File: config.mk
export PLATFORM = sky130hd
export DESIGN_NAME = efpga_readback_tx
export DESIGN_NICKNAME = d
export VERILOG_FILES = /design/src/rtl/readback_pkg.sv /design/src/rtl/readback_word_fifo.sv /design/src/rtl/efpga_readback_tx.sv
export SDC_FILE = /design/constraint.sdc
export NUM_CORES = 1
export LEC_CHECK = 0
export CORE_MARGIN = 8
export CORE_UTILIZATION = 40
export CTS_BUF_LIST = sky130_fd_sc_hd__clkbuf_2
export DETAILED_ROUTE_END_ITERATION = 7
export GPL_TIMING_DRIVEN = 0
export PLACE_DENSITY_LB_ADDON = 0.2
export REMOVE_ABC_BUFFERS = 1
export SYNTH_ARGS = -nofsm -noshare
export SYNTH_HDL_FRONTEND = slang
export SYNTH_SLANG_ARGS = --single-unit
export TNS_END_PERCENT = 5
File: constraint.sdc
create_clock -name clk_i -period 3.5 [get_ports clk_i]
set_clock_uncertainty 0.05 [all_clocks]
set_input_delay 0.875 -clock clk_i [delete_from_list [all_inputs] [get_ports clk_i]]
set_output_delay 0.875 -clock clk_i [all_outputs]
set_load 0.01 [all_outputs]
File: src/rtl/readback_pkg.sv
// Shared types and constants for the eFPGA readback byte transmitter.
// READBACK_CHECKSUM_EN adds the CSUM state to the encoding.
package readback_pkg;

  localparam logic [7:0] SYNC_BYTE_DEFAULT = 8'hA5;
  localparam int         BYTE_IDX_W        = 2;

  typedef enum logic [2:0] {
    IDLE,
    SYNC,
    LEN,
    DATA
`ifdef READBACK_CHECKSUM_EN
    , CSUM
`endif
  } state_e;

  // Byte 0 is the most significant byte of the word.
  function automatic logic [7:0] word_byte(input logic [31:0]           word,
                                           input logic [BYTE_IDX_W-1:0] idx);
    logic [7:0] b;
    unique case (idx)
      2'd0: b = word[31:24];
      2'd1: b = word[23:16];
      2'd2: b = word[15:8];
      2'd3: b = word[7:0];
    endcase
    return b;
  endfunction

endpackage

File: src/rtl/readback_word_fifo.sv
// Word FIFO between the eFPGA readback port and the byte serializer.
// A push is accepted while full when a pop happens in the same cycle.
module readback_word_fifo #(
  parameter int FIFO_DEPTH = 4,
  parameter int WIDTH      = 32
) (
  input  logic             clk_i,
  input  logic             reset_n_i,
  input  logic             push_i,
  input  logic [WIDTH-1:0] data_i,
  input  logic             pop_i,
  output logic [WIDTH-1:0] head_o,
  output logic             full_o,
  output logic             empty_o
);

  localparam int AW = $clog2(FIFO_DEPTH);

  logic [WIDTH-1:0] mem [FIFO_DEPTH];
  logic [AW:0]      wr_q, rd_q;
  logic             do_push, do_pop;

  assign empty_o = (wr_q == rd_q);
  assign full_o  = (wr_q[AW] != rd_q[AW]) && (wr_q[AW-1:0] == rd_q[AW-1:0]);
  assign do_pop  = pop_i && !empty_o;
  assign do_push = push_i && (!full_o || do_pop);
  assign head_o  = mem[rd_q[AW-1:0]];

  // NOTE: storage is not reset; the pointers alone define what is valid.
  always_ff @(posedge clk_i) begin
    if (do_push) mem[wr_q[AW-1:0]] <= data_i;
  end

  always_ff @(posedge clk_i or negedge reset_n_i) begin
    if (!reset_n_i) begin
      wr_q <= '0;
      rd_q <= '0;
    end else begin
      if (do_push) wr_q <= wr_q + 1'b1;
      if (do_pop)  rd_q <= rd_q + 1'b1;
    end
  end

endmodule

File: src/rtl/efpga_readback_tx.sv
// Serializes eFPGA readback words into SYNC/LEN/DATA[/CSUM] byte packets.
// Define READBACK_CHECKSUM_EN to append an XOR checksum byte.
module efpga_readback_tx
  import readback_pkg::*;
#(
  parameter int         FIFO_DEPTH = 4,
  parameter logic [7:0] SYNC_BYTE  = SYNC_BYTE_DEFAULT
) (
  input  logic        clk_i,
  input  logic        reset_n_i,
  input  logic        start_i,
  input  logic [7:0]  word_count_i,
  output logic        busy_o,
  output logic        done_o,
  input  logic [31:0] word_data_i,
  input  logic        word_valid_i,
  output logic        word_ready_o,
  output logic [7:0]  in_data_o,
  output logic        in_valid_o,
  input  logic        in_ready_i
);

  state_e                state_q, state_d;
  logic [7:0]            cnt_q, acc_q, left_q;
  logic [BYTE_IDX_W-1:0] idx_q, idx_d, idx_inc;
  logic [31:0]           word_q, fifo_head;
  logic [7:0]            data_d;
  logic                  valid_d, done_d;
  logic                  hs, start_ok, last_word, word_end;
  logic                  push, pop, fifo_full, fifo_empty;
`ifdef READBACK_CHECKSUM_EN
  logic [7:0]            csum_q;
`endif

  assign hs           = in_valid_o && in_ready_i;
  assign start_ok     = (state_q == IDLE) && start_i && (word_count_i != 8'd0) && !done_o;
  assign last_word    = (left_q == 8'd1);
  assign word_end     = (state_q == DATA) && hs && (idx_q == '1);
  assign idx_inc      = idx_q + 1'b1;
  assign busy_o       = (state_q != IDLE);
  assign word_ready_o = busy_o && !fifo_full && (acc_q < cnt_q);
  assign push         = word_valid_i && word_ready_o;
  assign pop          = (state_q == DATA) && hs && (idx_q == '0);

  readback_word_fifo #(.FIFO_DEPTH(FIFO_DEPTH), .WIDTH(32)) u_fifo (
    .clk_i     (clk_i),
    .reset_n_i (reset_n_i),
    .push_i    (push),
    .data_i    (word_data_i),
    .pop_i     (pop),
    .head_o    (fifo_head),
    .full_o    (fifo_full),
    .empty_o   (fifo_empty)
  );

  // NOTE: sequential state uses non-blocking assignments so every register
  // samples pre-edge values regardless of statement order.
  always_ff @(posedge clk_i or negedge reset_n_i) begin
    if (!reset_n_i) state_q <= IDLE;
    else            state_q <= state_d;
  end

  // NOTE: every variable gets a default first so no path infers a latch.
  always_comb begin
    state_d = state_q;
    unique case (state_q)
      IDLE: if (start_ok) state_d = SYNC;
      SYNC: if (hs) state_d = LEN;
      LEN:  if (hs) state_d = DATA;
      DATA: if (word_end && last_word) begin
`ifdef READBACK_CHECKSUM_EN
        state_d = CSUM;
`else
        state_d = IDLE;
`endif
      end
`ifdef READBACK_CHECKSUM_EN
      CSUM: if (hs) state_d = IDLE;
`endif
      default: state_d = IDLE;
    endcase
  end

  // Next values of the registered byte stream; the output register reloads
  // on its own handshake, which gives one byte per cycle with no bubble.
  always_comb begin
    valid_d = in_valid_o;
    data_d  = in_data_o;
    idx_d   = idx_q;
    done_d  = 1'b0;
    unique case (state_q)
      IDLE: if (start_ok) begin
        valid_d = 1'b1;
        data_d  = SYNC_BYTE;
      end
      SYNC: if (hs) data_d = cnt_q;
      LEN: if (hs) begin
        idx_d   = '0;
        valid_d = !fifo_empty;
        if (!fifo_empty) data_d = word_byte(fifo_head, '0);
      end
      DATA: begin
        if (!in_valid_o) begin
          // Waiting for the next word; only byte 0 can ever be starved.
          if (!fifo_empty) begin
            valid_d = 1'b1;
            data_d  = word_byte(fifo_head, '0);
          end
        end else if (hs) begin
          if (idx_q != '1) begin
            idx_d  = idx_inc;
            data_d = word_byte((idx_q == '0) ? fifo_head : word_q, idx_inc);
          end else if (last_word) begin
`ifdef READBACK_CHECKSUM_EN
            data_d  = csum_q ^ in_data_o;
`else
            valid_d = 1'b0;
            done_d  = 1'b1;
`endif
          end else begin
            idx_d   = '0;
            valid_d = !fifo_empty;
            if (!fifo_empty) data_d = word_byte(fifo_head, '0);
          end
        end
      end
`ifdef READBACK_CHECKSUM_EN
      CSUM: if (hs) begin
        valid_d = 1'b0;
        done_d  = 1'b1;
      end
`endif
      default: ;
    endcase
  end

  always_ff @(posedge clk_i or negedge reset_n_i) begin
    if (!reset_n_i) begin
      in_valid_o <= 1'b0;
      in_data_o  <= 8'h00;
      done_o     <= 1'b0;
      idx_q      <= '0;
      cnt_q      <= 8'd0;
      acc_q      <= 8'd0;
      left_q     <= 8'd0;
      word_q     <= 32'd0;
`ifdef READBACK_CHECKSUM_EN
      csum_q     <= 8'd0;
`endif
    end else begin
      in_valid_o <= valid_d;
      in_data_o  <= data_d;
      done_o     <= done_d;
      idx_q      <= idx_d;
      if (start_ok) begin
        cnt_q  <= word_count_i;
        acc_q  <= 8'd0;
        left_q <= word_count_i;
`ifdef READBACK_CHECKSUM_EN
        csum_q <= word_count_i;
`endif
      end else begin
        if (push)     acc_q  <= acc_q + 1'b1;
        if (word_end) left_q <= left_q - 1'b1;
        if (pop)      word_q <= fifo_head;
`ifdef READBACK_CHECKSUM_EN
        if ((state_q == DATA) && hs) csum_q <= csum_q ^ in_data_o;
`endif
      end
    end
  end

endmodule

==> Word-level counts from Yosys, hierarchy flattened <==
Memory sizes are Yosys's and may differ from the RTL's.
Index checks and enable logic that the tools add are counted.
W data, S select, Z words.
{ "word_totals": {"register_bits": 77, "ramBits": 128, "inputBits": 45, "wordCells": 114, "memories": 1} }
{ "classes": {"add_sub_neg": 5, "n_lt_le_gt_ge": 1, "n_eq_ne": 21, "n_mux": 41, "bitwise_logic": 1, "n_reduce_logical": 33} }
{ "memory_table": {"columns": ["name", "words", "word_bits", "rd", "rd_ports_with_merged_regs", "write_ports", "line", "rtl"], "rows": [
  ["u_fifo.mem", 4, 32, 1, 0, 1, "readback_word_fifo.sv:19", "logic [WIDTH-1:0] mem [FIFO_DEPTH];"]
]} }
{ "op_table": {"columns": ["operator", "n"], "rows": [
  ["$mux W8", 12],
  ["$pmux W8 S4", 2],
  ["$mux W32", 1],
  ["$logic_and A1 B1 Y1", 14],
  ["$mux W1", 14],
  ["$mux W3", 4],
  ["$ne A2 B2 Y1 const B", 6],
  ["$pmux W3 S4", 1],
  ["$mux W2", 5],
  ["$add A8 B1 Y8 const B", 1],
  ["$eq A8 B1 Y1 const B", 1],
  ["$lt A8 B8 Y1", 1],
  ["$reduce_bool A8 Y1", 1],
  ["$sub A8 B1 Y8 const B", 1],
  ["$add A3 B1 Y3 const B", 2],
  ["$eq A2 B2 Y1 const B", 3],
  ["$eq A3 B2 Y1 const B", 2],
  ["$reduce_and A6 Y1", 1],
  ["$reduce_bool A2 Y1", 3],
  ["$reduce_bool A3 Y1", 2],
  ["$reduce_and A5 Y1", 1],
  ["$logic_not A2 Y1", 2],
  ["$ne A4 B3 Y1 const B", 1],
  ["$pmux W2 S2", 1],
  ["other kinds (18)", 20]
]} }

==> Longest topological paths before layout <==
Gate-level depths: netlist of the first run.
{ "depth": {"ltp_word": 9, "mapped_depth": 10} }

==> By module <==
A second synthesis of the first run with hierarchy kept.
{ "unflattened": {"hier_cells": 537, "hier_area_um2": 8333.0} }
{ "by_module_without_submodules": {"columns": ["mod", "instances", "cells_per_inst", "area_per_inst_um2", "seq_area_each_um2"], "rows": [
  ["readback_word_fifo", 1, 211, 5074.9, 3993.8],
  ["efpga_readback_tx", 1, 326, 3258.1, 1351.3]
]} }

==> Worst setup path after synthesis of the first run <==
Ideal clock, no wire load.
{ "synth_timing": {"path_type": "reg2reg", "startpoint": "register cnt_q[7]", "endpoint": "memory u_fifo.mem[0][0] (enable)", "t_arrival_ns": 2.540, "t_required_ns": 3.058, "setup_slack_ns": 0.518, "path_stages_with_launch": 9, "path_buffers": 1, "cell_sequence": "dfrtp_1 > inv_1 > ha_1 > a211oi_1 > o31a_1 > o21ai_0 > a211oi_2 > buf_2 > and2_1"} }
{ "synth_via": {"elab_chain_len": 6} }
{ "synth_lines": {"columns": ["element", "line", "rtl"], "rows": [
  ["from (decl)", "efpga_readback_tx.sv:24", "logic [7:0] cnt_q, acc_q, left_q;"],
  ["from (signal assigned)", "efpga_readback_tx.sv:156", "cnt_q <= word_count_i;"],
  ["$lt A8 B8 Y1", "efpga_readback_tx.sv:41", "assign word_ready_o = busy_o && !fifo_full && (acc_q < cnt_q);"],
  ["$logic_and A1 B1 Y1", "efpga_readback_tx.sv:41", null],
  ["$logic_and A1 B1 Y1", "efpga_readback_tx.sv:42", "assign push = word_valid_i && word_ready_o;"],
  ["$logic_and A1 B1 Y1", "readback_word_fifo.sv:26", "assign do_push = push_i && (!full_o || do_pop);"],
  ["$mux W1", "readback_word_fifo.sv:31", "if (do_push) mem[wr_q[AW-1:0]] <= data_i;"],
  ["$mux W1 (implied by the code)", "readback_word_fifo.sv:31", null],
  ["to (decl)", "readback_word_fifo.sv:19", null]
]} }
Every way passes these cells.

==> Worst setup path in the final report of the first run <==
{ "layout_timing": {"startpoint": "register cnt_q[7]", "endpoint": "output port word_ready_o"} }
{ "layout_via": {"elab_chain_len": 2} }
{ "layout_lines": {"columns": ["element", "line", "rtl"], "rows": [
  ["$lt A8 B8 Y1", "efpga_readback_tx.sv:41", null],
  ["$logic_and A1 B1 Y1", "efpga_readback_tx.sv:41", null],
  ["to (decl)", "efpga_readback_tx.sv:17", "output logic word_ready_o,"]
]} }
Every way passes these cells.

==> qor.csv, run 1 <==
metric;value;unit
crit_path_start;cnt_q[7];
insertion_delay;0.77;ns
clock_tree.root_cell;clkbuf_2;
wirelength;16500;um
cp_data_arrival_time;2.37;ns
dp_hpwl;11400;um
coreArea;20200;sq um
nets;668;
p_leak;3.47;nW
die_y;159;um
synth-simple-area-share;0.0575;
drt_first_pass_iters;5;
final_max_slew_viol_count;0;
placementRows;52;
die_area;25300;sq um
hold_viol_final;0;
synth_area_leaders;edfxtp_1, dfrtp_1, mux4_2;
min_path_type;register to register;
synth.cell_area;8180;sq um
met2_usage;0.223;
status;finished, final reports clean;
gr-usage-met1;0.174;
avgSynthCellArea;15.4;sq um
worstHoldPathCells;1;
synth_top_family_by_area;multiplexers;
crit_type;register to output port;
ys.flop_type;edfxtp_1;
yosysMostFrequentCell;edfxtp_1;
syn_inst;532;
synth_xor_xnor_area_share;0.0182;
power_density;790;nW/um^2
grt_util_all_layers;0.134;
synth_common_cells;edfxtp_1, dfrtp_1, nand2_1;
initial_utilization;0.406;
path_cells;inv_1, ha_4, a211oi_2, o31a_1, o21ai_2, a21oi_2, clkdlybuf4s15_2;
swShare;0.375;
dr_total_vias;4599;
dieWidth;159;um
power_frac_clock;0.143;
use_met3;0.0344;
grt_pass1_vias;4843;
finalCriticalPeriod;3.30;ns
cp_slowest_cell;dfrtp_1;
placed_cell_area;9110;sq um
start_kind;register;
p_total;7.50;mW
p_seq_frac;0.440;
synth_fa_ha_area_frac;0.0367;
slew_headroom;0.364;
cts_max_level;4;
muxShareOfSynthArea;0.130;
wl_per_cell;18.7;um
fin_crit_sh;0.942;
ys_ff_latch;188;
slowest_delay;0.44;ns
hold_path_startpoint;u_fifo.wr_q[2];
gp_congestion;0.789;
power_report.internal_total;4.69;mW
area_growth;16.0;%
vias_per_cell;5.21;
switchingPower;2.81;mW
drt.antenna.violating_nets;0;
clockBufferDepth;2;
synth-edff-count;128;
synth_cell_types;51;
port_buffers;56;
max_slew.worst_pin.slew;0.953;ns
route.detailed.drc;0;
cap_violations;0;
cts_tree;yes;
numCtsBuffers;17;
grt_overflow;0;
yosys.area.top_type_share;0.470;
n_antenna_cell;0;
critPathCaptureType;output port;
grt_start_max_net_pins;37;
io_pins;57;
synth-async-reset-ratio;0.319;
max_freq;303;MHz
crit_required;2.57;ns
grt_antenna_before_repair;0;
r2r-start;cnt_q[7];
reg2reg_depth;8;
yosysWarnings;0;
pwr-share-comb;0.417;
final_area;9490;sq um
synth_compound_area_frac;0.0782;
drive_above_1_share;0.198;
synth_seq_area_share;0.653;
top_usage_layer;met2;
setup_violations;0;
synth_top_area_cell;edfxtp_1;
worstPathMaxFanout;4;
drtIter0Drc;316;
irDropWorstVdd;332;uV
cts.sinks;188;
grt_pass1_wl;26500;um
clkTransAtPathRegs;0.28;ns
## final timing paths
kind | end | slack [ns]
setup / recovery | word_ready_o | 0.20
hold / removal | u_fifo.wr_q[2] | 0.47
setup reg to reg | u_fifo.mem[3][6] | 0.48
hold reg to reg | u_fifo.wr_q[2] | 0.47
max in group asynchronous | u_fifo.rd_q[1] | 2.19
min in group asynchronous | left_q[2] | 0.57
## power by group through the flow
stage | clock [mW] | sequential [mW] | combinational [mW]
CTS | 1.13 | 3.35 | 3.06
detailed placement | 0 | 3.46 | 2.92
floorplan | 0 | 3.41 | 1.92
global placement | 0 | 3.56 | 2.65
finish | 1.08 | 3.30 | 3.12
global route | 1.20 | 3.36 | 3.46
## cell families after synthesis
group | Yosys count
buffers and inverters | 49
muxes | 69
DFF | 188
adders and majority gates | 24
xor gates and xnor gates | 17
and+or+nand+nor | 95
AOI/OAI and AO/OA | 90
## stage by stage
stage          hold WS (ns)  worst slack, ns  setup TNS (ns)  utilization  cells
2_1_floorplan         0.412           -0.421          -51.29            -    507
3_3_place_gp          0.425            -2.02         -312.26        0.444    833
3_5_place_dp          0.431           -0.540           -7.65        0.452    841
4_1_cts               0.464           0.0333               0        0.468    878
5_1_grt               0.488         -0.00753        -0.00753        0.470    882
6_report              0.467            0.203               0        0.470    882
## sequential cells by signal, indices dropped and copies added (netlist names), 3 cells and up
name,count
u_fifo.mem,128
word_q,16
acc_q,8
cnt_q,8
in_data_o,8
left_q,8
u_fifo.rd_q,3
u_fifo.wr_q,3
## repair_timing
item                                    in CTS  in global routing
hold buffers                                 1                  0
endpoints found under the hold margin       24                  0
resized for setup                           10                  2
endpoints found under the setup margin       2                  1
setup buffers                                4                  4
pin swaps                                    0                  1
## layer usage
metal	vias to the layer above	routed length (um)
met5	-	0
met4	0	156
met3	17	673
met2	83	8010
met1	2324	7680
li1	2175	-
## critical path, delay by kind of cell, from the launching register on
| kind | cells | cell delay, ns |
|---|---|---|
| AO/OA/AOI/OAI | 4 | 0.60 |
| flip-flops | 1 | 0.44 |
| adder cells (fa/ha/maj) | 1 | 0.22 |
| buffers and inverters | 2 | 0.37 |
## area by class of cell
type,count,area (sq um)
Inverter,24,90.1
Tap cell,270,338
Timing Repair Buffer,73,778
Sequential cell,188,5350
Multi-Input combinational cell,295,2670
Clock inverter,15,171
Fill cell,1756,10700
Clock buffer,17,85.1
## layout by cell type, fill, tap and decap left out, types with 3 or more instances in the layout
cell type	count
edfxtp_1	128
dfrtp_1	58
clkdlybuf4s50_1	54
nand2_1	38
mux4_2	27
mux2_2	27
inv_1	24
ha_1	22
o21ai_0	21
a221oi_1	19
nor2_1	17
clkbuf_2	17
mux2i_1	15
a21oi_1	13
xnor2_1	12
buf_4	8
buf_12	7
nand2b_1	6
a21o_1	5
xor2_1	5
clkinv_8	5
and2_2	4
nor4_1	4
nor3_1	4
nand4_1	4
a22o_1	4
o31ai_1	4
inv_6	4
nand3_1	3
o31a_1	3
and3_1	3
and2_1	3
a22oi_1	3
inv_8	3
(Power assumes the default switching activity.)
==> inputs of run 2 (changes only) <==
--- a/config.mk
+++ b/config.mk
@@ -5,6 +5,7 @@
 export SDC_FILE = /design/constraint.sdc
 export NUM_CORES = 1
 export LEC_CHECK = 0
+export CORE_ASPECT_RATIO = 1.4
 export CORE_MARGIN = 8
 export CORE_UTILIZATION = 40
 export CTS_BUF_LIST = sky130_fd_sc_hd__clkbuf_2
==> run 2 against run 1 <==
  * Die area is 0.26% higher
  * Critical path type unchanged
  * Final cell count down 2.0%
  * Utilization is 0.91 points lower
  * Critical endpoint unchanged
==> qor.csv, run 2 (synthesized netlist as in run 1, its figures left out) <==
metric;value;unit;change
grt_util_all_layers;0.141;;+0.00666
initial_utilization;0.402;;-0.00310
drtIter0Drc;326;;+3.2%
drt.antenna.violating_nets;0;;unchanged
largest_reg_flops;128;;unchanged
final_cell_mix;edfxtp_1, dfrtp_1, clkdlybuf4s50_1;;
area_growth;14.6;%;
crit_path_start;cnt_q[7];;
wl_per_cell;19.6;um;+4.7%
p_leak;3.43;nW;-1.3%
grt_start_max_net_pins;39;;+5.4%
route.detailed.drc;0;;unchanged
utilization;0.461;;-0.00913
fin_crit_sh;0.940;;-0.00233
slowest_delay;0.41;ns;-0.03 ns
grt_overflow;0;;unchanged
cts.sinks;188;;unchanged
gp_congestion;0.795;;+0.74%
placementRows;62;;+19%
clockBufferDepth;2;;unchanged
start_kind;register;;
vias_per_cell;5.36;;+2.7%
coreArea;20300;sq um;+0.77%
nets;663;;-0.75%
worstPathMaxFanout;4;;unchanged
drt_first_pass_iters;4;;-1
r2r-start;cnt_q[7];;
max_slew.worst_pin.slew;0.976;ns;+0.0230 ns
slew_headroom;0.348;;-0.0154
stdcell_count;864;;-2.0%
setup_tns;0;ns;unchanged
hold_end;u_fifo.wr_q[2];;
max_freq;304;MHz;+0.25%
worstHoldPathCells;1;;unchanged
cap_violations;0;;unchanged
die_y;185;um;+16%
mostFrequentLayoutCell;edfxtp_1;;
hold_slack;0.458;ns;-0.00860 ns
clkTransAtPathRegs;0.25;ns;-0.03 ns
ff2ff_setup_slack;0.31;ns;-0.17 ns
path_cells;inv_1, ha_1, a211oi_2, o31a_1, o21ai_2, a21oi_1, buf_2;;
min_path_type;register to register;;
p_total;7.41;mW;-1.2%
crit_type;register to output port;;
crit_required;2.57;ns;about the same
critPathCaptureType;output port;;
grt_pass1_wl;26800;um;+1.1%
die_area;25300;sq um;+0.26%
dieWidth;137;um;-14%
fillers;1871;;+6.5%
status;finished, final reports clean;;
cts_max_level;4;;unchanged
hold_viol_final;0;;unchanged
final_max_slew_viol_count;0;;unchanged
dp.cells;826;;-1.8%
port_buffers;56;;unchanged
clock_tree.root_cell;clkbuf_2;;
power_density;790;nW/um^2;about the same
wirelength;16900;um;+2.5%
insertion_delay;0.78;ns;about the same
hold_path_startpoint;u_fifo.wr_q[2];;
cp_slowest_cell;dfrtp_1;;
cp_data_arrival_time;2.36;ns;about the same
cts_tree;yes;;
rsz0062_at_grt;false;;
reg2reg_depth;8;;unchanged
irDropWorstVdd;245;uV;-26%
grt_antenna_before_repair;1;;+1
reg2reg_to;u_fifo.mem[3][16];;
io_pins;57;;unchanged
setup_violations;0;;unchanged
dr_total_vias;4628;;+0.63%
dp_hpwl;11700;um;+2.7%
grt_pass1_vias;5000;;+3.2%
numCtsBuffers;17;;unchanged
drive_above_1_share;0.186;;-0.0116
finalCriticalPeriod;3.29;ns;-0.00816 ns
-- run 2: cell types whose count changed in the layout (fill, tap and decap cells not counted), moves of 3 or more --
cell	delta
buf_4	-4
clkinvlp_4	+3
inv_8	-3
clkinv_8	-5
-- run 2: where the power goes --
group          leakage, nW  total (mW)  switching [mW]  internal [mW]
Sequential            1.90        3.32           0.333           2.99
Clock                0.133        1.06           0.739          0.325
Combinational         1.39        3.02            1.63           1.39
-- run 2: worst max-delay path: cells and delay by family (launching register included) --
kind	cells	cell delay, ns
adder cells (fa/ha/maj)	1	0.33
flip-flops	1	0.41
AO/OA/AOI/OAI	4	0.65
buffers and inverters	2	0.21
-- run 2: worst max-delay path by stage --
stage	cells past startpoint	to	slack, ns
after detailed placement	6	word_q[2]	-0.008
final	7	word_ready_o	0.21
after global routing	7	word_ready_o	0.001
after global placement	5	u_fifo.mem[3][9]	-1.96
after CTS	7	word_ready_o	0.02
after floorplan	5	u_fifo.mem[3][0]	-0.42
-- run 2: timing repair --
item | 4_1_cts | 5_1_grt
buffers inserted | 4 | 0
setup endpoints to repair | 13 | 1
endpoints found under the hold margin | 22 | 0
hold buffers | 1 | 0
pin swaps | 0 | 1
resized for setup | 7 | 2
-- run 2: stage by stage --
step,setup slack [ns],area [sq um]
2_1_floorplan,-0.421,8060
3_3_place_gp,-1.96,8940
3_5_place_dp,-0.00764,9090
4_1_cts,0.0151,9370
5_1_grt,0.00118,9370
6_report,0.211,9370
-- run 2: cell type report --
cell class / instances / area [sq um] / share of cell area
Antenna cell: 1 / 2.50 / 0.000267
Clock inverter: 15 / 148 / 0.0158
Sequential cell: 188 / 5350 / 0.571
Timing Repair Buffer: 68 / 731 / 0.0779
Clock buffer: 17 / 85.1 / 0.00908
Inverter: 24 / 90.1 / 0.00961
Tap cell: 256 / 320 / 0.0342
Multi-Input combinational cell: 295 / 2650 / 0.282
-- run 2: per-layer routing --
layer	track usage	wire, um	share of wire
met5	0	0	0
met4	0.0580	328	0.019
met3	0.0426	847	0.050
met2	0.249	8980	0.53
met1	0.154	6770	0.40
==> inputs of run 3 (changes only) <==
--- a/config.mk
+++ b/config.mk
@@ -13,6 +13,7 @@
 export GPL_TIMING_DRIVEN = 0
 export PLACE_DENSITY_LB_ADDON = 0.2
 export REMOVE_ABC_BUFFERS = 1
+export SLEW_MARGIN = 30
 export SYNTH_ARGS = -nofsm -noshare
 export SYNTH_HDL_FRONTEND = slang
 export SYNTH_SLANG_ARGS = --single-unit
==> run 3 against run 2 <==
  * Count of clock-buffer cells in the layout grew 1
  * Via count grew 0.58%
  * Register-to-register slack gained 0.13 ns
  * Worst hold slack lost 0.065 ns
  * Final cell count grew 0.23%
  * Global-route usage grew 0.27 points
  * Clock power grew 14%
  * Power grew 3.4%
  * Combinational power grew 2%
  * Largest power group unchanged
  * Non-clock buffer count grew 1
  * Largest cell class unchanged
  * First-iteration DRC count shrank 7.1%
  * Critical path type unchanged
==> qor.csv, run 3 (synthesized netlist as in run 1, its figures left out) <==
metric;value;unit;change
crit_type;register to output port;;
path_cells;inv_1, ha_2, a211oi_2, o31a_1, o21ai_2, a21oi_2, clkdlybuf4s15_2;;
largest_reg_flops;128;;unchanged
route.detailed.drc;0;;unchanged
die_area;25300;sq um;unchanged
placementRows;62;;unchanged
p_total;7.66;mW;+3.4%
slowest_delay;0.42;ns;about the same
hold_viol_final;0;;unchanged
cts_max_level;4;;unchanged
reg2reg_depth;8;;unchanged
clock_tree.root_cell;clkbuf_2;;
vias_per_cell;5.38;;+0.35%
r2r-start;state_q[0];;
max_slew.worst_pin.slew;0.699;ns;-0.278 ns
drtIter0Drc;303;;-7.1%
drive_above_1_share;0.192;;+0.00627
min_path_type;input port to async pin;;
finalCriticalPeriod;3.29;ns;+0.00497 ns
start_kind;register;;
area_growth;15.9;%;
reg2reg_to;u_fifo.mem[1][31];;
clockBufferDepth;2;;unchanged
dp_hpwl;11300;um;-3.5%
regArea;5350;sq um;about the same
cp_top_family;compound AO/OA/AOI/OAI gates;;
nets;664;;+0.15%
multi_input_area;2670;sq um;+0.99%
wirelength;17300;um;+2.4%
status;finished, final reports clean;;
critPathCaptureType;output port;;
grt_pass1_vias;5089;;+1.8%
gp_congestion;0.795;;unchanged
final_cell_mix;edfxtp_1, dfrtp_1, clkdlybuf4s50_1;;
cp_num_buf_inv;2;;unchanged
worstPathMaxFanout;12;;+8
cp_slowest_cell;dfrtp_1;;
numCtsBuffers;17;;unchanged
final_max_slew_viol_count;0;;unchanged
dr_total_vias;4655;;+0.58%
cp.depth;7;;unchanged
port_buffers;56;;unchanged
drt_first_pass_iters;5;;+1
grt_antenna_before_repair;1;;unchanged
coreArea;20300;sq um;unchanged
initial_utilization;0.402;;unchanged
crit_required;2.57;ns;about the same
final_area;9480;sq um;+1.1%
cp_data_arrival_time;2.37;ns;about the same
fin_crit_sh;0.941;;+0.00142
setup_violations;0;;unchanged
crit_path_start;state_q[0];;
fillers;1845;;-1.4%
rsz0062_at_grt;false;;
slew_headroom;0.534;;+0.186
grt_start_max_net_pins;50;;+28%
irDropWorstVdd;272;uV;+11%
endpoint;word_ready_o;;
insertion_delay;0.77;ns;about the same
drt.antenna.violating_nets;0;;unchanged
dp_worst_setup_slack;-0.144;ns;-0.137 ns
cts.sinks;188;;unchanged
cap_violations;0;;unchanged
die_y;185;um;unchanged
grt_pass1_wl;27200;um;+1.3%
clkTransAtPathRegs;0.27;ns;+0.02 ns
max_freq;304;MHz;-0.15%
mostFrequentLayoutCell;edfxtp_1;;
power_density;808;nW/um^2;+2.2%
fin_ws;0.206;ns;-0.00497 ns
wl_per_cell;20.0;um;+2.1%
dieWidth;137;um;unchanged
ff2ff_setup_slack;0.44;ns;+0.13 ns
io_pins;57;;unchanged
p_leak;3.46;nW;+1.1%
cts_tree;yes;;
placed_cell_area;9090;sq um;about the same
grt_util_all_layers;0.144;;+0.00272
grt_overflow;0;;unchanged
==> run 3: worst reg2reg max path, stage by stage (launching register included) <==
cell and delay, ns:
dfrtp_1 0.42, inv_1 0.09, ha_2 0.29, a211oi_2 0.19, o31a_1 0.19, o21ai_2 0.11, a211oi_4 0.55, and2_2 0.65
buf_16 0.24
==> run 3: worst min-delay path by stage <==
stage | from | end | slack [ns]
5_1_grt | reset_n_i | cnt_q[0] | 0.28
6_report | reset_n_i | cnt_q[1] | 0.39
3_3_place_gp | u_fifo.wr_q[2] | u_fifo.wr_q[2] | 0.42
3_5_place_dp | u_fifo.wr_q[2] | u_fifo.wr_q[2] | 0.43
4_1_cts | reset_n_i | cnt_q[1] | 0.30
2_1_floorplan | u_fifo.wr_q[2] | u_fifo.wr_q[2] | 0.41
==> run 3: final cells by class <==
cell class                 count  area share
multi-input combinational    295       0.282
clock inverter                14      0.0199
tap                          256      0.0338
sequential                   188       0.565
antenna                        2    0.000528
clock buffer                  18     0.00950
timing repair buffer          69      0.0801
inverter                      24     0.00950
==> run 3: report_power, final <==
group	internal, mW	total [mW]	leakage (nW)	switching, mW
Combinational	1.44	3.08	1.40	1.64
Sequential	3.00	3.36	1.90	0.368
Clock	0.473	1.21	0.154	0.740
==> run 3: timing repair <==
action                     4_1_cts  5_1_grt
hold endpoints to repair        11        0
setup buffers                    5        0
hold buffers                     1        0
gates cloned                     0        0
resized for setup                7        4
setup endpoints to repair       48       13
pin swaps                        0        1
==> run 3: metal layers <==
| layer | GRT usage | part of all wire | up-vias |
|---|---|---|---|
| met5 | 0 | 0 | - |
| met4 | 0.0619 | 0.020 | 0 |
| met3 | 0.0394 | 0.047 | 21 |
| met2 | 0.254 | 0.53 | 101 |
| met1 | 0.158 | 0.40 | 2363 |
| li1 | - | - | 2170 |
==> run 3: per-stage QoR <==
stage	TNS (ns)	util	hold WS [ns]	std cells
after floorplan	-51.29	-	0.412	507
after global placement	-306.92	0.440	0.425	819
after detailed placement	-3.43	0.447	0.427	826
after CTS	0	0.465	0.303	864
after global routing	0	0.466	0.285	866
final	0	0.466	0.393	866
